**src/rtl/iot_pkg.sv**
```systemverilog
// ============================================================================
// Module   : iot_pkg
// Purpose  : Shared state encoding, opcode, IOP bit indices and IR fields
//            for the IOT sequencer.
// Revision : 1.0
// ============================================================================
`default_nettype none

package iot_pkg;

  typedef enum logic [3:0] {
    ST_IDLE = 4'd0,
    ST_SEL  = 4'd1,
    ST_P1   = 4'd2,
    ST_W1   = 4'd3,
    ST_P2   = 4'd4,
    ST_W2   = 4'd5,
    ST_P4   = 4'd6,
    ST_W4   = 4'd7,
    ST_FIN  = 4'd8
  } state_e;

  localparam logic [2:0] OP_IOT = 3'o6;

  localparam int IOP1 = 0;
  localparam int IOP2 = 1;
  localparam int IOP4 = 2;

  localparam int IR_OP_HI  = 11;
  localparam int IR_OP_LO  = 9;
  localparam int IR_DEV_HI = 8;
  localparam int IR_DEV_LO = 3;
  localparam int IR_OPS_HI = 2;
  localparam int IR_OPS_LO = 0;

  // Lowest enabled phase in ops, or FIN when nothing is left to pulse.
  function automatic state_e first_phase(input logic [2:0] ops);
    state_e nxt;
    if (ops[IOP1])      nxt = ST_P1;
    else if (ops[IOP2]) nxt = ST_P2;
    else if (ops[IOP4]) nxt = ST_P4;
    else                nxt = ST_FIN;
    return nxt;
  endfunction

endpackage

`default_nettype wire

```
**src/rtl/iot_dev_match.sv**
```systemverilog
// ============================================================================
// Module   : iot_dev_match
// Purpose  : Compares a 6-bit device code against the channel table and
//            returns a one-hot select (lowest channel wins) plus a hit flag.
// Revision : 1.0
// ============================================================================
`default_nettype none

module iot_dev_match #(
  parameter int               NDEV     = 4,
  parameter logic [NDEV*6-1:0] DEVCODES = {6'o02, 6'o01, 6'o04, 6'o03}
) (
  input  logic [5:0]      dev_code,
  output logic [NDEV-1:0] sel,
  output logic            match
);

  logic [NDEV-1:0] hit;

  for (genvar i = 0; i < NDEV; i++) begin : g_cmp
    assign hit[i] = (dev_code == DEVCODES[6*i +: 6]);
  end

  // Two's-complement trick isolates the lowest set bit of hit.
  assign sel   = hit & (~hit + NDEV'(1));
  assign match = |hit;

endmodule

`default_nettype wire

```
**src/rtl/iot_sequencer.sv**
```systemverilog
// ============================================================================
// Module   : iot_sequencer
// Purpose  : Device-code decode plus timed IOP1/IOP2/IOP4 sequencing with a
//            per-channel ready handshake, optional timeout and skip collect.
// Revision : 1.0
// ============================================================================
`default_nettype none

module iot_sequencer
  import iot_pkg::*;
#(
  parameter int               NDEV     = 4,
  parameter logic [NDEV*6-1:0] DEVCODES = {6'o02, 6'o01, 6'o04, 6'o03},
  parameter int               PULSE_W  = 1,
  parameter int               TIMEOUT  = 64
) (
  input  logic            CLK,
  input  logic            RESET_N,
  input  logic [11:0]     IR,
  input  logic            IOT_START,
  input  logic [NDEV-1:0] DEV_READY,
  input  logic [NDEV-1:0] DEV_SKIP,
  output logic [NDEV-1:0] DEV_SEL,
  output logic [2:0]      IOP,
  output logic            BUSY,
  output logic            DONE,
  output logic            SKIP,
  output logic            UNMAPPED,
  output logic            TIMEDOUT
);

  localparam int PW_W   = (PULSE_W > 1) ? $clog2(PULSE_W) : 1;
  localparam int WAIT_W = (TIMEOUT > 1) ? $clog2(TIMEOUT) : 1;
  localparam logic [PW_W-1:0]   PULSE_LAST = PW_W'(PULSE_W - 1);
  localparam logic [WAIT_W-1:0] WAIT_LAST  = WAIT_W'((TIMEOUT > 0) ? TIMEOUT - 1 : 0);

  state_e            state_q, state_d;
  logic [2:0]        ops_q, ops_d;
  logic              mapped_q, mapped_d;
  logic [PW_W-1:0]   pulse_cnt_q, pulse_cnt_d;
  logic [WAIT_W-1:0] wait_cnt_q, wait_cnt_d;
  logic              skip_flag_q, skip_flag_d;
  logic              to_flag_q, to_flag_d;
  logic [NDEV-1:0]   dev_sel_q, dev_sel_d;
  logic [2:0]        iop_q, iop_d;
  logic              busy_q, busy_d;
  logic              done_q, done_d;
  logic              skip_q, skip_d;
  logic              unmapped_q, unmapped_d;
  logic              timedout_q, timedout_d;

  logic [NDEV-1:0]   match_sel;
  logic              match_hit;
  logic              dev_ready;
  logic              dev_skip;
  logic              wait_expired;
  logic              phase_end;
  logic              pulse_last;

  iot_dev_match #(
    .NDEV     (NDEV),
    .DEVCODES (DEVCODES)
  ) u_match (
    .dev_code (IR[IR_DEV_HI:IR_DEV_LO]),
    .sel      (match_sel),
    .match    (match_hit)
  );

  // dev_sel_q holds the latched channel, so it also masks the handshakes.
  assign dev_ready    = |(DEV_READY & dev_sel_q);
  assign dev_skip     = |(DEV_SKIP & dev_sel_q);
  assign wait_expired = (TIMEOUT > 0) && (wait_cnt_q == WAIT_LAST) && !dev_ready;
  assign phase_end    = dev_ready || wait_expired;
  assign pulse_last   = (pulse_cnt_q == PULSE_LAST);

  always_comb begin
    state_d     = state_q;
    ops_d       = ops_q;
    mapped_d    = mapped_q;
    dev_sel_d   = dev_sel_q;
    pulse_cnt_d = '0;
    wait_cnt_d  = '0;
    skip_flag_d = skip_flag_q;
    to_flag_d   = to_flag_q;

    if (state_q inside {ST_P1, ST_W1, ST_P2, ST_W2, ST_P4, ST_W4}) begin
      skip_flag_d = skip_flag_q | dev_skip;
    end

    if (state_q inside {ST_W1, ST_W2, ST_W4}) begin
      if (wait_expired) to_flag_d = 1'b1;
      if (!phase_end) begin
        wait_cnt_d = (wait_cnt_q == '1) ? wait_cnt_q : wait_cnt_q + WAIT_W'(1);
      end
    end

    if (state_q inside {ST_P1, ST_P2, ST_P4}) begin
      if (!pulse_last) pulse_cnt_d = pulse_cnt_q + PW_W'(1);
    end

    case (state_q)
      ST_IDLE: begin
        if (IOT_START && (IR[IR_OP_HI:IR_OP_LO] == OP_IOT)) begin
          state_d     = ST_SEL;
          ops_d       = IR[IR_OPS_HI:IR_OPS_LO];
          mapped_d    = match_hit;
          dev_sel_d   = match_sel;
          skip_flag_d = 1'b0;
          to_flag_d   = 1'b0;
        end
      end
      ST_SEL:  state_d = mapped_q ? first_phase(ops_q) : ST_FIN;
      ST_P1:   if (pulse_last) state_d = ST_W1;
      ST_P2:   if (pulse_last) state_d = ST_W2;
      ST_P4:   if (pulse_last) state_d = ST_W4;
      ST_W1:   if (phase_end) state_d = first_phase(ops_q & 3'b110);
      ST_W2:   if (phase_end) state_d = first_phase(ops_q & 3'b100);
      ST_W4:   if (phase_end) state_d = ST_FIN;
      ST_FIN:  state_d = ST_IDLE;
      default: state_d = ST_IDLE;
    endcase

    if (state_d == ST_IDLE) dev_sel_d = '0;

    // Outputs are registered from the next state so they line up with it.
    busy_d     = (state_d != ST_IDLE);
    iop_d      = '0;
    iop_d[IOP1] = (state_d == ST_P1);
    iop_d[IOP2] = (state_d == ST_P2);
    iop_d[IOP4] = (state_d == ST_P4);
    done_d     = (state_d == ST_FIN);
    skip_d     = (state_d == ST_FIN) && skip_flag_d;
    unmapped_d = (state_d == ST_FIN) && !mapped_d;
    timedout_d = (state_d == ST_FIN) && to_flag_d;
  end

  always_ff @(posedge CLK or negedge RESET_N) begin
    if (!RESET_N) begin
      state_q     <= ST_IDLE;
      ops_q       <= '0;
      mapped_q    <= 1'b0;
      pulse_cnt_q <= '0;
      wait_cnt_q  <= '0;
      skip_flag_q <= 1'b0;
      to_flag_q   <= 1'b0;
      dev_sel_q   <= '0;
      iop_q       <= '0;
      busy_q      <= 1'b0;
      done_q      <= 1'b0;
      skip_q      <= 1'b0;
      unmapped_q  <= 1'b0;
      timedout_q  <= 1'b0;
    end else begin
      state_q     <= state_d;
      ops_q       <= ops_d;
      mapped_q    <= mapped_d;
      pulse_cnt_q <= pulse_cnt_d;
      wait_cnt_q  <= wait_cnt_d;
      skip_flag_q <= skip_flag_d;
      to_flag_q   <= to_flag_d;
      dev_sel_q   <= dev_sel_d;
      iop_q       <= iop_d;
      busy_q      <= busy_d;
      done_q      <= done_d;
      skip_q      <= skip_d;
      unmapped_q  <= unmapped_d;
      timedout_q  <= timedout_d;
    end
  end

  assign DEV_SEL  = dev_sel_q;
  assign IOP      = iop_q;
  assign BUSY     = busy_q;
  assign DONE     = done_q;
  assign SKIP     = skip_q;
  assign UNMAPPED = unmapped_q;
  assign TIMEDOUT = timedout_q;

endmodule

`default_nettype wire

```
**config.mk**
```make
export PLATFORM = sky130hd
export DESIGN_NAME = iot_sequencer
export DESIGN_NICKNAME = d
export VERILOG_FILES = /design/src/rtl/iot_pkg.sv /design/src/rtl/iot_dev_match.sv /design/src/rtl/iot_sequencer.sv
export SDC_FILE = /design/constraint.sdc
export NUM_CORES = 1
export LEC_CHECK = 0
export CORE_MARGIN = 4
export CORE_UTILIZATION = 43
export DETAILED_ROUTE_END_ITERATION = 16
export PLACE_DENSITY = 0.76
export REMOVE_ABC_BUFFERS = 1
export SYNTH_ARGS = -nofsm -noshare
export SYNTH_HDL_FRONTEND = slang
export SYNTH_HIERARCHICAL = 1
export SYNTH_SLANG_ARGS = --single-unit
```
**constraint.sdc**
```tcl
create_clock -name CLK -period 1.7 [get_ports CLK]
set_input_delay 0.34 -clock CLK [delete_from_list [all_inputs] [get_ports CLK]]
set_output_delay 0.34 -clock CLK [all_outputs]
set_load 0.03 [all_outputs]
```
==> results.yml, run 1 <==
status:
  status: "finished, violations left"
  failed_checks: "setup timing"
timing:
  slew_headroom: 0.699
  finalHoldViolCount: 0
  slew_violations: 0
  post-route-period-util: 1.08
  fin_tns_setup_ns: -0.884
  fin_crit_ns: 1.83
  rsz0062_at_grt: "true"
  clock.fmax_ghz: 0.547
  finalWorstSetupSlack_ns: -0.130
  fin_skew_ns: 0.00271
  tightestPinTransition_ns: 0.448
  setup_viol: 12
pwr:
  cellLeakagePower_nw: 1.10
  p_per_area_nw_per_um2: 1050
  p_sw_frac: 0.355
  vdd_drop_max_uv: 691
  p_seq_frac: 0.382
  p_sw_w: 0.000841
  p_int_w: 0.00153
  p_comb_frac: 0.438
  clockPowerShare: 0.181
critical_path:
  cp_data_required_time_ns: 1.93
  setup.worst_path.end_class: "flop"
  crit_chain: "ha_2 -> and3_4 -> and3_4 -> o2111ai_2 -> a22o_1 -> a21o_4 -> nor2b_4"
  path_class: "reg -> reg"
  critical_path.slowest_cell: "dfrtp_1"
  crit_arrival_ns: 2.06
  crit_path_start_kind: "flop"
  max_stage_delay_ns: 0.38
  crit_family: "compound AO/OA/AOI/OAI gates"
  rr_worst_depth: 7
  worstPathMaxFanout: 5
  cp.depth: 7
  cpMostUsedCell: "and3_4"
  crit_buf_inv: 0
place:
  port_buffers: 34
  dp.cells: 236
  hpwl_microns: 2670
  placed_area_sq_um: 2010
  routabilityCongestion: 0.879
detailed_routing:
  wl_met2_microns: 2080
  final_antenna_net_count: 0
  drt_wl_total_microns: 3850
  wl_per_cell_microns: 15.5
  route.vias.total: 1298
  drc: 0
  met1_length_microns: 1500
  first_pass_iters: 4
  met3_length_microns: 234
  drtIter0Drc: 50
  vias_per_cell: 5.21
  top_layer_used: "met4"
layout:
  finalNetCount: 230
  postLayoutCellArea_sq_um: 2250
  syn2layout_area_growth_pct: 62.8
  fin_util: 0.733
  layout-drive-gt1-share: 0.380
  num_antenna_cells: 0
  fill_cells: 227
  final-instance-count-excl-fill: 249
clock_tree:
  h-tree-depth: 1
  cts_tree: "built"
  ctsRootBufferMaster: "clkbuf_4"
  ctsHoldBuffers: 0
  clk_pin_slew_ns: 0.15
  clock-sinks: 28
  worstSkewPairLatency_ns: 0.32
  clock_path_buffers: 2
  cts_made_buffers: 3
global_routing:
  antenna_found_initial: 0
  grt_pass1_vias: 1390
  grt_max_degree: 29
  grt_pass1_wl_microns: 6150
  globalRouteOverflowTotal: 0
  grt_usage: 0.188
floorplanning:
  core_area_sq_um: 3080
  start_util: 0.450
  dieArea_sq_um: 4190
  ios: 35
  die_width_microns: 64.8
  core.rowCount: 20
  die_h_microns: 64.8
synth:
  synth_edf_count: 0
  async_flop_share: 1.00
  synthFlopType: "dfrtp_1"
  synth_area_sq_um: 1390
  synth_cell_types: 39
  yosysSeqAreaShare: 0.506
  yosys_warnings: 6
  synth_area_per_cell_sq_um: 10.7
  syn_inst: 130
  ys_ff_latch: 28
job:
  max_cap_violations: 0
worst_hold_path:
  hold_path_class: "in -> async"
power groups by stage:
stage | clock network, W | logic, W | registers, W
2_1_floorplan | 0 | 0.000328 | 0.000986
6_report | 0.000428 | 0.00104 | 0.000905
3_5_place_dp | 0 | 0.000839 | 0.000909
4_1_cts | 0.000441 | 0.000939 | 0.000898
3_3_place_gp | 0 | 0.000822 | 0.000911
5_1_grt | 0.000463 | 0.00111 | 0.000915
per-layer routing:
layer  up-vias  global-route usage
li1        622                   -
met1       628               0.213
met2        44               0.359
met3         4              0.0416
met4         0              0.0343
met5         -                   0
area by class of cell:
cell class                 instances  area [sq um]  area share
clock buffer                       3          22.5     0.00999
clock inverter                     1          30.0      0.0133
inverter                           4          15.0     0.00666
multi-input combinational         97           783       0.347
sequential                        28           703       0.312
tap                               44          55.1      0.0244
timing repair buffer              72           646       0.286
through the flow:
| step | power, W | hold WS, ns | setup slack (ns) |
|---|---|---|---|
| 4_1_cts | 0.00228 | 0.369 | -0.146 |
| 2_1_floorplan | 0.00131 | 0.0444 | -0.0968 |
| 6_report | 0.00237 | 0.368 | -0.130 |
| 3_3_place_gp | 0.00173 | 0.509 | -0.333 |
| 5_1_grt | 0.00248 | 0.397 | -0.208 |
| 3_5_place_dp | 0.00175 | 0.519 | -0.394 |
cell families after synthesis:
family	synth area share
AOI/OAI and AO/OA	0.153
xor gates and xnor gates	0.0253
adders and majority gates	0.00903
buffers and inverters	0.0181
DFF	0.506
muxes	0.0560
and+or+nand+nor	0.233
state kept, by name (all words and copies together) (netlist names), 3 cells and up:
signal	cells
DEV_SEL	4
wait_cnt_q	6
state_q	4
IOP	3
ops_q	3
timing repair:
item,4_1_cts,5_1_grt
gates cloned,1,0
gates resized for setup,22,18
endpoints found under the setup margin,23,21
setup buffers,3,5
pin swaps,9,7
layout by cell type (no fill, tap or decap), types with 4 or more instances in the layout:
cell type / count
o21ai_0: 4
and3_1: 4
nand2_1: 7
nor2_1: 15
buf_4: 35
inv_1: 4
dlygate4sd2_1: 8
dfrtp_1: 26
dlymetal6s2s_1: 4
clkdlybuf4s50_1: 22
a22oi_1: 4
a21oi_2: 6
a21oi_1: 5
cells in the mapped netlist, types with 2 or more instances:
cell / number / area [sq um]
a22o_1: 3 / 26.3
nor3_1: 4 / 20.0
or3_1: 2 / 12.5
a211oi_1: 2 / 15.0
mux2_2: 2 / 22.5
mux2i_1: 4 / 40.0
and2_1: 2 / 12.5
dfrtp_1: 28 / 701
a21oi_1: 11 / 55.1
nand2b_1: 2 / 12.5
nor3b_2: 3 / 37.5
nor2b_1: 2 / 12.5
inv_1: 4 / 15.0
o21ai_0: 4 / 20.0
nand3_1: 2 / 10.0
xnor2_1: 3 / 26.3
nand2_1: 9 / 33.8
and3_1: 4 / 25.0
a22oi_1: 4 / 30.0
and3_4: 2 / 22.5
nor2_1: 15 / 56.3
path summary, 6_finish.rpt:
| path | start | to | slack (ns) |
|---|---|---|---|
| max | wait_cnt_q[0] | IOP[1] | -0.13 |
| max reg2reg | wait_cnt_q[0] | IOP[1] | -0.13 |
| min reg2reg | to_flag_q | to_flag_q | 0.57 |
| min | RESET_N | UNMAPPED | 0.37 |
| min in group CLK | IR[2] | ops_q[2] | 0.56 |
| max in group asynchronous | RESET_N | state_q[2] | 1.05 |
Power figures use the tool's default switching activity.
==> run 2, diff against run 1 <==
--- a/config.mk
+++ b/config.mk
@@ -8,7 +8,7 @@
 export CORE_MARGIN = 4
 export CORE_UTILIZATION = 43
 export DETAILED_ROUTE_END_ITERATION = 16
-export PLACE_DENSITY = 0.76
+export PLACE_DENSITY = 0.82
 export REMOVE_ABC_BUFFERS = 1
 export SYNTH_ARGS = -nofsm -noshare
 export SYNTH_HDL_FRONTEND = slang
==> results.yml, run 2 (synthesis results as in run 1) <==
status:
  status: "finished, violations left"
  failed_checks: "setup timing"
critical_path:
  critical_path.slowest_cell: "dfrtp_1"
  r2r_setup_slack_ns: -0.21
  setup.worst_path.end_class: "flop"
  crit_path_start_kind: "flop"
  worstPathMaxFanout: 6
  cp_data_required_time_ns: 1.99
  rr_worst_depth: 8
  crit_arrival_ns: 2.20
  cpMostUsedCell: "and3_4"
  rr_startpoint: "wait_cnt_q[0]"
  max_stage_delay_ns: 0.44
  reg2reg_to: "IOP[0]"
  startpoint: "wait_cnt_q[0]"
  crit_chain: "ha_4 -> and3_4 -> and3_4 -> o41ai_4 -> a21oi_2 -> nor3_2 -> buf_4 -> nor2b_2"
  path_class: "reg -> reg"
place:
  dp_slack_ns: -0.410
  hpwl_microns: 2850
  routabilityCongestion: 0.870
  port_buffers: 34
detailed_routing:
  first_pass_iters: 4
  route.vias.total: 1303
  vias_per_cell: 5.28
  drc: 0
  final_antenna_net_count: 0
  drt_wl_total_microns: 3870
  drtIter0Drc: 48
  wl_per_cell_microns: 15.7
layout:
  finalNetCount: 228
  layout_common_cells: "buf_4, dfrtp_1, clkdlybuf4s50_1"
  mostFrequentLayoutCell: "buf_4"
  fill_cells: 228
  num_antenna_cells: 0
  syn2layout_area_growth_pct: 60.0
  layout-drive-gt1-share: 0.369
  largest_register_ffs: 6
  top_register: "wait_cnt_q"
floorplanning:
  die_width_microns: 64.8
  dieArea_sq_um: 4190
  die_h_microns: 64.8
  core_area_sq_um: 3080
  ios: 35
  start_util: 0.450
  core.rowCount: 20
global_routing:
  antenna_found_initial: 0
  grt_max_degree: 29
  grt_pass1_vias: 1409
  grt_pass1_wl_microns: 6380
  grt_usage: 0.196
  globalRouteOverflowTotal: 0
timing:
  post-route-period-util: 1.12
  rsz0062_at_grt: "true"
  finalWorstSetupSlack_ns: -0.212
  clock.fmax_ghz: 0.523
  slew_violations: 0
  fin_crit_ns: 1.91
  fin_skew_ns: 0.00273
  tightestPinTransition_ns: 0.381
  slew_headroom: 0.745
  finalHoldViolCount: 0
  setup_viol: 9
  fin_tns_setup_ns: -1.40
job:
  max_cap_violations: 0
clock_tree:
  clock_path_buffers: 2
  clock-sinks: 28
  ctsRootBufferMaster: "clkbuf_4"
  cts_made_buffers: 3
  clk_pin_slew_ns: 0.15
  ctsHoldBuffers: 0
  cts_tree: "built"
  h-tree-depth: 1
  worstSkewPairLatency_ns: 0.34
pwr:
  p_comb_frac: 0.417
  vdd_drop_max_uv: 656
  p_seq_frac: 0.390
  cellLeakagePower_nw: 1.03
  p_sw_w: 0.000821
  p_int_w: 0.00150
  clockPowerShare: 0.193
  p_per_area_nw_per_um2: 1050
  p_sw_frac: 0.354
worst_hold_path:
  hold_path_class: "in -> async"
[run 2: changes by cell type in the layout (fill, tap and decap cells not counted), sizes merged]
cell	change
dlygate4sd2	+4
dlymetal6s2s	-4
buf	-2
[run 2: layout make-up]
cell class	instances	area, sq um	area share
multi-input cells	97	779	0.352
flip-flops and latches	28	702	0.317
repair buffers	70	612	0.276
well taps	44	55.1	0.0248
clock inverters	1	30.0	0.0136
clock buffers	3	22.5	0.0102
inverters	4	15.0	0.00678
[run 2: layer usage]
metal	vias up	share of wire	global-route usage
met5	-	0	0
met4	0	0.019	0.0607
met3	8	0.061	0.0451
met2	49	0.54	0.363
met1	631	0.38	0.220
li1	615	-	-
[run 2: power groups by stage]
stage	logic [W]	clock network (W)	registers [W]
floorplan	0.000328	0	0.000986
global placement	0.000828	0	0.000906
detailed placement	0.000850	0	0.000908
CTS	0.000912	0.000463	0.000896
global route	0.00104	0.000476	0.000916
finish	0.000967	0.000447	0.000903
[run 2: worst max-delay path by stage]
stage / to
after global routing: IOP[0]
after CTS: IOP[0]
after floorplan: DEV_SEL[0]
final: IOP[0]
after global placement: DEV_SEL[2]
after detailed placement: DEV_SEL[2]
[run 2: per-stage QoR]
stage                     instance area (sq um)  total power [W]  cells  hold WS (ns)   util
after floorplan                            1380          0.00131    128        0.0444      -
after global placement                     2020          0.00173    237         0.502  0.655
after detailed placement                   2020          0.00176    237         0.504  0.655
after CTS                                  2140          0.00227    245         0.351  0.697
after global routing                       2220          0.00243    247         0.388  0.720
final                                      2220          0.00232    247         0.356  0.720
[run 2: repair_timing]
action | 4_1_cts | 5_1_grt
resized for setup | 25 | 12
gates cloned | 1 | 0
pin swaps | 8 | 7
buffers inserted | 3 | 2
endpoints found under the setup margin | 21 | 17
[run 2: critical path, delay by kind of cell (launching register included)]
family / cells / cell delay [ns]
AOI/OAI and AO/OA: 2 / 0.44
adders and majority gates: 1 / 0.18
buffers and inverters: 1 / 0.17
DFF: 1 / 0.44
and+or+nand+nor: 4 / 0.63
